[config.mk]
export PLATFORM = sky130hd
export DESIGN_NAME = stream_demux_1xn
export DESIGN_NICKNAME = d
export VERILOG_FILES = /design/src/rtl/stream_demux_pkg.sv /design/src/rtl/demux_out_reg.sv /design/src/rtl/stream_demux_1xn.sv
export SDC_FILE = /design/constraint.sdc
export NUM_CORES = 1
export LEC_CHECK = 0
export ABC_AREA = 1
export CORE_UTILIZATION = 45
export DETAILED_ROUTE_END_ITERATION = 10
export PLACE_DENSITY = 0.74
export REMOVE_ABC_BUFFERS = 1
export SETUP_SLACK_MARGIN = 0.05
export SLEW_MARGIN = 20
export SYNTH_ARGS = -nofsm -noshare
export SYNTH_HDL_FRONTEND = slang
export SYNTH_SLANG_ARGS = --single-unit
[constraint.sdc]
create_clock -name clk -period 2.8 [get_ports clk]
set_clock_uncertainty 0.05 [all_clocks]
set_input_delay 0.7 -clock clk [delete_from_list [all_inputs] [get_ports clk]]
set_output_delay 0.7 -clock clk [all_outputs]
set_load 0.005 [all_outputs]
[src/rtl/stream_demux_pkg.sv]
// Shared types and constants for the 1-to-N stream demultiplexer.
package stream_demux_pkg;

  typedef enum logic {
    IDLE   = 1'b0,
    LOCKED = 1'b1
  } state_e;

  localparam int DROP_W = 8;

  function automatic int clog2(input int v);
    int r;
    r = 0;
    for (int i = 0; i < 31; i++) begin
      if ((1 << i) < v) r = i + 1;
    end
    return r;
  endfunction

endpackage

[src/rtl/demux_out_reg.sv]
// One-entry output register for a single demux channel: data, last and valid.
module demux_out_reg #(
  parameter int W = 8
) (
  input  logic         clk,
  input  logic         rst_n,
  input  logic         load_i,
  input  logic [W-1:0] data_i,
  input  logic         last_i,
  input  logic         ready_i,
  output logic         valid_o,
  output logic [W-1:0] data_o,
  output logic         last_o
);

  logic         valid_q, valid_d;
  logic [W-1:0] data_q, data_d;
  logic         last_q, last_d;

  // A load wins over a drain, so valid stays high on a simultaneous drain+load.
  always_comb begin
    valid_d = valid_q;
    data_d  = data_q;
    last_d  = last_q;
    if (load_i) begin
      valid_d = 1'b1;
      data_d  = data_i;
      last_d  = last_i;
    end else if (valid_q && ready_i) begin
      valid_d = 1'b0;
    end
  end

  always_ff @(posedge clk or negedge rst_n) begin
    if (!rst_n) begin
      valid_q <= 1'b0;
      data_q  <= '0;
      last_q  <= 1'b0;
    end else begin
      valid_q <= valid_d;
      data_q  <= data_d;
      last_q  <= last_d;
    end
  end

  assign valid_o = valid_q;
  assign data_o  = data_q;
  assign last_o  = last_q;

endmodule

[src/rtl/stream_demux_1xn.sv]
// Packet-aware 1-to-N stream demultiplexer: the first beat's select locks the
// route until the last beat; illegal selects are accepted, dropped and counted.
module stream_demux_1xn
  import stream_demux_pkg::*;
#(
  parameter  int N  = 16,
  parameter  int W  = 8,
  localparam int SW = (clog2(N) < 1) ? 1 : clog2(N)
) (
  input  logic              clk,
  input  logic              rst_n,
  input  logic              in_valid,
  output logic              in_ready,
  input  logic [W-1:0]      in_data,
  input  logic [SW-1:0]     in_sel,
  input  logic              in_last,
  output logic [N-1:0]      out_valid,
  input  logic [N-1:0]      out_ready,
  output logic [N*W-1:0]    out_data,
  output logic [N-1:0]      out_last,
  output logic [DROP_W-1:0] drop_cnt,
  output state_e            dbg_state
);

  // Handshake: a beat moves on a rising edge where valid and ready are both 1;
  // in_ready looks only at the target channel, never at in_valid.

  state_e              state_q, state_d;
  logic [SW-1:0]       lk_sel_q, lk_sel_d;
  logic [DROP_W-1:0]   drop_q, drop_d;
  logic [SW-1:0]       target;
  logic                tgt_legal;
  logic                tgt_open;
  logic                xfer;
  logic [N-1:0]        load;

  always_comb begin
    target    = (state_q == LOCKED) ? lk_sel_q : in_sel;
    tgt_legal = 1'b0;
    tgt_open  = 1'b1;
    for (int k = 0; k < N; k++) begin
      if (target == SW'(k)) begin
        tgt_legal = 1'b1;
        tgt_open  = ~out_valid[k] | out_ready[k];
      end
    end
  end

  assign in_ready = rst_n & tgt_open;
  assign xfer     = in_valid & in_ready;

  always_comb begin
    load = '0;
    for (int k = 0; k < N; k++) begin
      load[k] = xfer && (target == SW'(k));
    end
  end

  always_comb begin
    state_d  = state_q;
    lk_sel_d = lk_sel_q;
    drop_d   = drop_q;
    if (xfer) begin
      case (state_q)
        IDLE: begin
          if (!in_last) begin
            state_d  = LOCKED;
            lk_sel_d = in_sel;
          end
        end
        LOCKED: begin
          if (in_last) state_d = IDLE;
        end
        default: state_d = IDLE;
      endcase
      if (!tgt_legal && (drop_q != '1)) drop_d = drop_q + DROP_W'(1);
    end
  end

  always_ff @(posedge clk or negedge rst_n) begin
    if (!rst_n) begin
      state_q  <= IDLE;
      lk_sel_q <= '0;
      drop_q   <= '0;
    end else begin
      state_q  <= state_d;
      lk_sel_q <= lk_sel_d;
      drop_q   <= drop_d;
    end
  end

  assign drop_cnt  = drop_q;
  assign dbg_state = state_q;

  for (genvar g = 0; g < N; g++) begin : g_chan
    demux_out_reg #(.W(W)) u_reg (
      .clk     (clk),
      .rst_n   (rst_n),
      .load_i  (load[g]),
      .data_i  (in_data),
      .last_i  (in_last),
      .ready_i (out_ready[g]),
      .valid_o (out_valid[g]),
      .data_o  (out_data[g*W +: W]),
      .last_o  (out_last[g])
    );
  end

endmodule

== Word level (Yosys, flattened, before mapping) ==
Cells that the tools add are included.
Word-level totals
  output and inout port bits: 170
  register bits: 173
Operators by class
  equality and inequality tests: 16
  reductions and logical operators: 53
  multiplexer cells: 66
  $add $sub $neg: 1
  bitwise logic cells: 36
Operator list (count)
  two-way mux 1 bit: 65
  logical AND 1 bit: 33
  == test 4 bit (second input constant): 8
  nonzero test 2 bit: 16
  inverter 1 bit: 18
  == test 4 x 3 -> 1 bit (second input constant): 4
  OR 1 bit: 16
  adder 8 x 1 -> 8 bit (second input constant): 1
  == test 4 x 2 -> 1 bit (second input constant): 2
  inequality test 8 bit (second input constant): 1
  == test 4 x 1 -> 1 bit (second input constant): 1
  zero test 4 bit: 1
  two-way mux 4 bit: 1
  AND reduction 3 bit: 1
  AND 1 bit: 2
  AND reduction 2 bit: 1
  zero test 1 bit: 1

== Depth between registers and ports, before layout ==
Gate-level depths: netlist (run 1).
  depth after elaboration: 22
  mapped depth: 19

== By module ==
Synthesis (run 1) repeated with hierarchy kept, for this count alone.
Second synthesis, totals
  cell total of the unflattened synthesis: 843
  area total of the unflattened synthesis: 7218.2 µm²
By module, submodules not included
  demux_out_reg: cells an instance 42, sequential area each 250.2 µm², area an instance 377.9 µm², instances 16
  stream_demux_1xn: cells an instance 171, sequential area each 325.3 µm², area an instance 1172.4 µm², instances 1

== Worst setup path before layout (run 1) ==
No wires, ideal clock.
  path kind: input port to output port
  from: input port in_sel[0]
  to: output port in_ready
  stages on the path: 15
  path slack: 154 ps
  path buffers: 1
  required time: 2050 ps
  arrival time: 1896 ps
  cells stage by stage: inv_1 -> nand2_1 -> nand2_2 -> nand2_4 -> inv_2 -> nand3_1 -> nand3_1 -> nor2_1 -> nand4_1 -> nor2_1 -> nand4_1 -> nand2_1 -> nand4_1 -> nor2_2 -> buf_4
On the way
  cells in the longest elaborated chain, start to end: 19
  elaborated cells between the ends (all ways): 34
RTL lines
  start: declaration: RTL line stream_demux_1xn.sv:15  | input logic [SW-1:0] in_sel,
  two-way mux 4 bit (*): RTL line stream_demux_1xn.sv:38  | target = (state_q == LOCKED) ? lk_sel_q : in_sel;
  zero test 4 bit: RTL line stream_demux_1xn.sv:42  | if (target == SW'(k)) begin
  two-way mux 1 bit (15 in a row): RTL line stream_demux_1xn.sv:42
  two-way mux 1 bit (*): RTL line stream_demux_1xn.sv:42
  AND 1 bit (*): RTL line stream_demux_1xn.sv:49  | assign in_ready = rst_n & tgt_open;
  end: declaration: RTL line stream_demux_1xn.sv:13  | output logic in_ready,
Every way passes the cells marked *; elsewhere a longest branch is shown, timed or not.

== Worst setup path after layout (run 1) ==
  from: register state_q, in the netlist dbg_state
  to: output port in_ready
On the way
  cells in the longest elaborated chain, start to end: 19
  elaborated cells between the ends (all ways): 34
RTL lines
  start: declaration: RTL line stream_demux_1xn.sv:28  | state_e state_q, state_d;
  start signal: assignment: RTL line stream_demux_1xn.sv:86  | state_q <= state_d;
  two-way mux 4 bit (*): RTL line stream_demux_1xn.sv:38
  zero test 4 bit: RTL line stream_demux_1xn.sv:42
  two-way mux 1 bit (15 in a row): RTL line stream_demux_1xn.sv:42
  two-way mux 1 bit (*): RTL line stream_demux_1xn.sv:42
  AND 1 bit (*): RTL line stream_demux_1xn.sv:49
Marks and branches as above.

==> metrics.txt, run 1 <==
status finished with violations; failing checks negative setup slack; H-tree depth 4; gp weighted congestion 0.866; count of final setup violators 1; number of global-route vias before repair 6536; Remaining Overflow, GRT 0; Hold Path Class reg -> reg; clock share of power 21.4%; Seq pwr share 39.4%; EDFF count, synth 0; Critical Path End Type output port; Setup crit start kind register; Post-Layout Cell Count 1326; # rows 48; Initial Utilization 46.1%; Max Cap Viol 0; Seq/Total Area, Yosys 54.1%; Antenna Cells 0; peak supply drop 0.000450 V; design internal power 0.00709 W; total power 0.0105 W; Leak 5.41 nW; wire length per cell 18.9 um; first-pass GRT wire length 36100 um; pwr/cell area 928 mW/mm^2; Tcrit/Tclk final 107%; commonest register cell after synthesis dfrtp_1; crit path kind reg -> out; Total GRT Usage 26.0%; Combinational Power Share 39.2%; grt met2 use 39.9%; clock tree buffer depth 2; die width 135 um; final wirelength 25100 um; synthesized instance count 895; CP arrival 2.25 ns; Die Y 135 um; residual DRC count 0; worst setup margin -0.201 ns; First-pass DRT Iterations 5; met1 capacity usage during global routing 37.5%; CTS Buf Count 17; maximum clock rate 333 MHz; Placed Cells 1270; largest net degree at the start of global routing 174; NumNets Final 1120; Clock transition at path regs 0.07 ns; sw frac 32.4%; asr flop ratio synth 100%; total number of yosys warnings 0; area grow syn2layout 41.2%; final slew viol count 0; die area 0.0183 mm^2; initial antenna violation count 0; CP Max Fanout 5; clock tree sinks 173; Sw Pwr 0.00340 W; Detailed Place HPWL 14800 um; # fillers 1369; Final Hold Fails 0; syn avg cell area 8.94 um^2; TritonCTS clock tree built; Ports 202; most frequent cells in the layout 308 x nand2_1, 193 x clkdlybuf4s50_1, 172 x dfrtp_1; via/cell ratio 5.53; vias 7335; RSZ-0062 raised after global routing true; core area 0.0174 mm^2; gr busiest metal met2; fraction of layout cells with a size suffix above 1 17.0%; min Tclk post-route 3.00 ns; GR Util met3 4.08%; Synth Register Bits 173; DR iter-0 viols 758; CTS Root Cell clkbuf_16; Netlist cell types 27; slew margin rel. 34.2%; synthesized area 0.00801 mm^2; buffers added on ports 201; Hold Buf Count CTS 0; clk_lat worst skew 0.43 ns; Worst Tran Pin Value 0.987 ns; most common cell after layout, fill and taps aside nand2_1; Antenna Nets Post-Route 0; Worst EP required 2.05 ns
[timing repair]
action                     CTS  global route
pin swaps                   10            26
gates resized for setup     23            64
setup buffers                1            10
setup endpoints to repair  145           152
hold endpoints to repair     0             0
gates cloned                 0            13
[metal layers]
layer	routed length, um	vias to the layer above
met3	1870	50
li1	-	3394
met4	584	0
met2	11700	354
met5	0	-
met1	10900	3537
[final timing paths]
path / cells past startpoint / start / slack, ns / to
worst max-delay path: 13 / dbg_state$_DFFE_PN0N_ / -0.20 / in_ready
worst min register to register: 0 / drop_cnt[2]$_DFFE_PN0P_ / 0.32 / drop_cnt[2]$_DFFE_PN0P_
worst min-delay path: 0 / drop_cnt[2]$_DFFE_PN0P_ / 0.32 / drop_cnt[2]$_DFFE_PN0P_
worst max register to register: 20 / dbg_state$_DFFE_PN0N_ / 0.15 / dbg_state$_DFFE_PN0N_
max in group asynchronous: 2 / rst_n / 1.56 / g_chan[1].u_reg.data_o[2]$_DFFE_PN0P_
min in group asynchronous: 2 / rst_n / 0.36 / g_chan[4].u_reg.data_o[4]$_DFFE_PN0P_
[logic make-up (layout without fill, tap and decap cells)]
family / Yosys count / count (layout) / synth area share [%]
buf+inv: 145 / 343 / 9.83
compound gates: 17 / 17 / 1.11
flops: 173 / 173 / 54.1
simple gates: 560 / 568 / 35.0
[cells in the mapped netlist (2+ instances only)]
master	number	share of area, %
inv_1	29	1.4
nand4_1	155	12
buf_4	36	3.4
buf_6	11	1.5
nand2_2	5	0.39
nand2_1	330	15
o21ai_0	15	0.94
inv_2	7	0.33
nand2_4	4	0.56
nand3_1	7	0.44
nand4_4	9	2.4
buf_2	7	0.44
nor4_1	2	0.16
dfrtp_1	173	54
buf_1	8	0.38
nand4_2	7	1.1
nor2_4	3	0.42
clkbuf_1	43	2.0
nor2_1	35	1.6
clkinv_1	2	0.094
[sequential cells by signal, indices dropped and copies added (netlist names)]
name                  flops
g_chan.u_reg.data_o     128
g_chan.u_reg.last_o      16
g_chan.u_reg.valid_o     16
drop_cnt                  8
lk_sel_q                  4
dbg_state                 1
[critical path: stages (launching register included)]
cell	delay (ns)
dfrtp_2	0.46
buf_6	0.15
nand2_4	0.05
nand2_4	0.07
nor2_2	0.17
inv_2	0.05
buf_4	0.15
nor2_1	0.14
nand2_1	0.11
nand4_1	0.10
nand2_1	0.05
nand4_1	0.11
nor2_4	0.06
buf_6	0.12
[power by group through the flow]
stage          sequential, W  clock (W)  combinational, W
5_1_grt              0.00423    0.00238           0.00449
3_3_place_gp         0.00413          0           0.00373
6_report             0.00413    0.00225           0.00411
2_1_floorplan        0.00410          0           0.00115
4_1_cts              0.00411    0.00227           0.00384
3_5_place_dp         0.00412          0           0.00380
[per-stage QoR]
stage / setup TNS (ns) / hold slack, ns / area (um^2) / worst slack, ns / util (%)
2_1_floorplan: -340.12 / 0.326 / 7370 / -2.54 / -
3_3_place_gp: -99.35 / 0.314 / 10100 / -0.825 / 58.5
3_5_place_dp: -107.78 / 0.314 / 10100 / -0.877 / 58.5
4_1_cts: -12.27 / 0.329 / 10800 / -0.245 / 61.9
5_1_grt: -1.27 / 0.336 / 11300 / -0.353 / 65.1
6_report: -0.201 / 0.324 / 11300 / -0.201 / 65.1
[cell type report]
class | instances | area [um^2] | area share [%]
clock inverter | 15 | 125 | 1.11
inverter | 39 | 154 | 1.36
clock buffer | 17 | 425 | 3.76
timing repair buffer | 272 | 2750 | 24.3
tap | 225 | 282 | 2.49
multi-input combinational | 585 | 3240 | 28.7
sequential | 173 | 4330 | 38.3
Note: power is estimated with default switching activity, not from simulation.
==> inputs of run 2 (changes only) <==
GPL_ROUTABILITY_DRIVEN = 0   (was unset)
==> run 2 against run 1 <==
  * The run still ends with negative setup slack left
  * Count of clock-buffer cells in the layout increased by 6
  * Critical endpoint unchanged
  * Critical path depth down 1
  * Sequential share of layout area grew 0.77 points
  * Power increased by 1.7%
  * Maximum frequency shrank 0.44%
==> metrics.txt, run 2 (synthesis results as in run 1) <==
status finished with violations; failing checks negative setup slack; most common cell after layout, fill and taps aside nand2_1; most frequent cells in the layout 322 x nand2_1, 193 x clkdlybuf4s50_1, 172 x dfrtp_1; first-pass GRT wire length 36100 um (about the same); Total GRT Usage 26.1% (+0.072 points); Seq pwr share 38.6% (-0.8 points); # fillers 1399 (+2.2%); sw frac 30.7% (-1.8 points); residual DRC count 0 (unchanged); Largest register FFs 128 (unchanged); CP arrival 2.26 ns (about the same); buffers added on ports 201 (unchanged); min-delay src drop_cnt[5]$_DFFE_PN0P_; CP Max Fanout 2 (-3); Die Y 135 um (unchanged); final slew viol count 0 (unchanged); clock tree buffer depth 2 (unchanged); pwr/cell area 962 mW/mm^2 (+3.7%); RSZ-0062 raised after global routing true; Critical Path End Type output port; Worst Tran Pin Value 0.911 ns (-0.0759 ns); Register-to-Register Path Depth 17 (-15%); dpl cell area 0.0101 mm^2 (-0.40%); CTS Buf Count 17 (unchanged); die width 135 um (unchanged); number of global-route vias before repair 6547 (+0.17%); maximum clock rate 332 MHz (-0.44%); design internal power 0.00739 W (+4.3%); worst setup margin -0.214 ns (-0.0132 ns); Worst EP required 2.05 ns (about the same); crit path kind in -> out; met2 wire length 11200 um (-4.2%); FF+latch area 0.00433 mm^2 (unchanged); vias 7233 (-1.4%); Sw Pwr 0.00327 W (-3.8%); H-tree depth 4 (unchanged); Max Cap Viol 0 (unchanged); min Tclk post-route 3.01 ns (+0.0132 ns); TritonCTS clock tree built; Setup crit start kind primary input; WHS Endpoint drop_cnt[5]$_DFFE_PN0P_; DR iter-0 viols 647 (-15%); Antenna Nets Post-Route 0 (unchanged); die area 0.0183 mm^2 (unchanged); slew margin rel. 39.3% (+5.1 points); Remaining Overflow, GRT 0 (unchanged); initial antenna violation count 0 (unchanged); Final Hold Fails 0 (unchanged); metal3 WL 1960 um (+4.5%); final instance area 0.0111 mm^2 (-2.0%); First-pass DRT Iterations 5 (unchanged); area grow syn2layout 38.5%; M1 wire length 10500 um (-3.8%); worst flop-to-flop path startpoint dbg_state$_DFFE_PN0N_; top layer in use met4; clock tree sinks 173 (unchanged); flop2flop setup slack 0.07 ns (-0.08 ns); Leak 5.38 nW (-0.49%); Detailed Place HPWL 14800 um (-0.15%); Multi-input gate area 0.00307 mm^2 (-5.3%); Initial Utilization 46.1% (unchanged); Tcrit/Tclk final 108% (+0.47 points); NumNets Final 1110 (-0.89%); hold depth 0 (unchanged); largest net degree at the start of global routing 174 (unchanged); core area 0.0174 mm^2 (unchanged); # rows 48 (unchanged); wire length per cell 18.3 um (-3.1%); final wirelength 24100 um (-3.9%); Worst setup startpoint out_ready[0]; Ports 202 (unchanged); count of final setup violators 1 (unchanged); Combinational Power Share 37.1% (-2.1 points); via/cell ratio 5.50 (-0.64%); fraction of layout cells with a size suffix above 1 14.7% (-2.3 points); peak supply drop 0.000506 V (+12%); Antenna Cells 0 (unchanged); setup TNS -0.214 ns (-0.0132 ns); CTS Root Cell clkbuf_16; RR Endpoint g_chan[13].u_reg.data_o[6]$_DFFE_PN0P_; Hold Path Class reg -> reg; clk_lat worst skew 0.42 ns (about the same); Clock transition at path regs 0.06 ns (about the same); clock share of power 24.2% (+2.8 points)
[run 2: worst max path at each step]
stage,endpoint,cells after the start
after floorplan,in_ready,9
after CTS,in_ready,14
after global routing,in_ready,14
after global placement,in_ready,14
final,in_ready,12
after detailed placement,in_ready,15
[run 2: area by class of cell]
cell class,instances,share of cell area [%]
timing repair buffer,266,23.5
multi-input combinational,581,27.7
inverter,39,1.39
clock inverter,9,1.41
tap,225,2.54
sequential,173,39.1
clock buffer,23,4.40
[run 2: repair_timing]
item	in CTS	in global routing
buffers inserted	2	9
gates cloned	0	5
resized for setup	31	18
pin swaps	13	11
endpoints found under the setup margin	142	143
hold buffers	0	0
[run 2: power by group through the flow]
stage	Combinational (W)	Clock (W)	Sequential, W
after floorplan	0.00115	0	0.00410
after CTS	0.00385	0.00261	0.00411
after global placement	0.00371	0	0.00413
final	0.00396	0.00258	0.00412
after detailed placement	0.00379	0	0.00413
after global routing	0.00432	0.00272	0.00422
[run 2: metal layers]
layer / track usage (%) / vias to the layer above
li1: - / 3350
met1: 37.0 / 3464
met2: 39.9 / 381
met3: 4.86 / 38
met4: 9.18 / 0
met5: 0 / -
[run 2: metrics by stage]
step / util, % / setup slack (ns) / cells / power, W / hold slack, ns
after CTS: 62.4 / -0.246 / 1302 / 0.0106 / 0.330
after floorplan: - / -2.54 / 789 / 0.00525 / 0.326
after detailed placement: 58.2 / -0.849 / 1268 / 0.00791 / 0.317
final: 63.9 / -0.214 / 1316 / 0.0107 / 0.324
after global routing: 63.9 / -0.405 / 1316 / 0.0113 / 0.337
after global placement: 58.2 / -0.845 / 1268 / 0.00783 / 0.314
[run 2: critical path, stage by stage]
cell	delay, ns
clkdlybuf4s50_1	0.50
nor2_2	0.07
nand3_2	0.08
nand3_2	0.09
nor2_2	0.09
nand4_1	0.07
nor2_1	0.10
nand4_1	0.08
nand2_1	0.06
nand4_1	0.13
nor2_4	0.17
buf_6	0.12
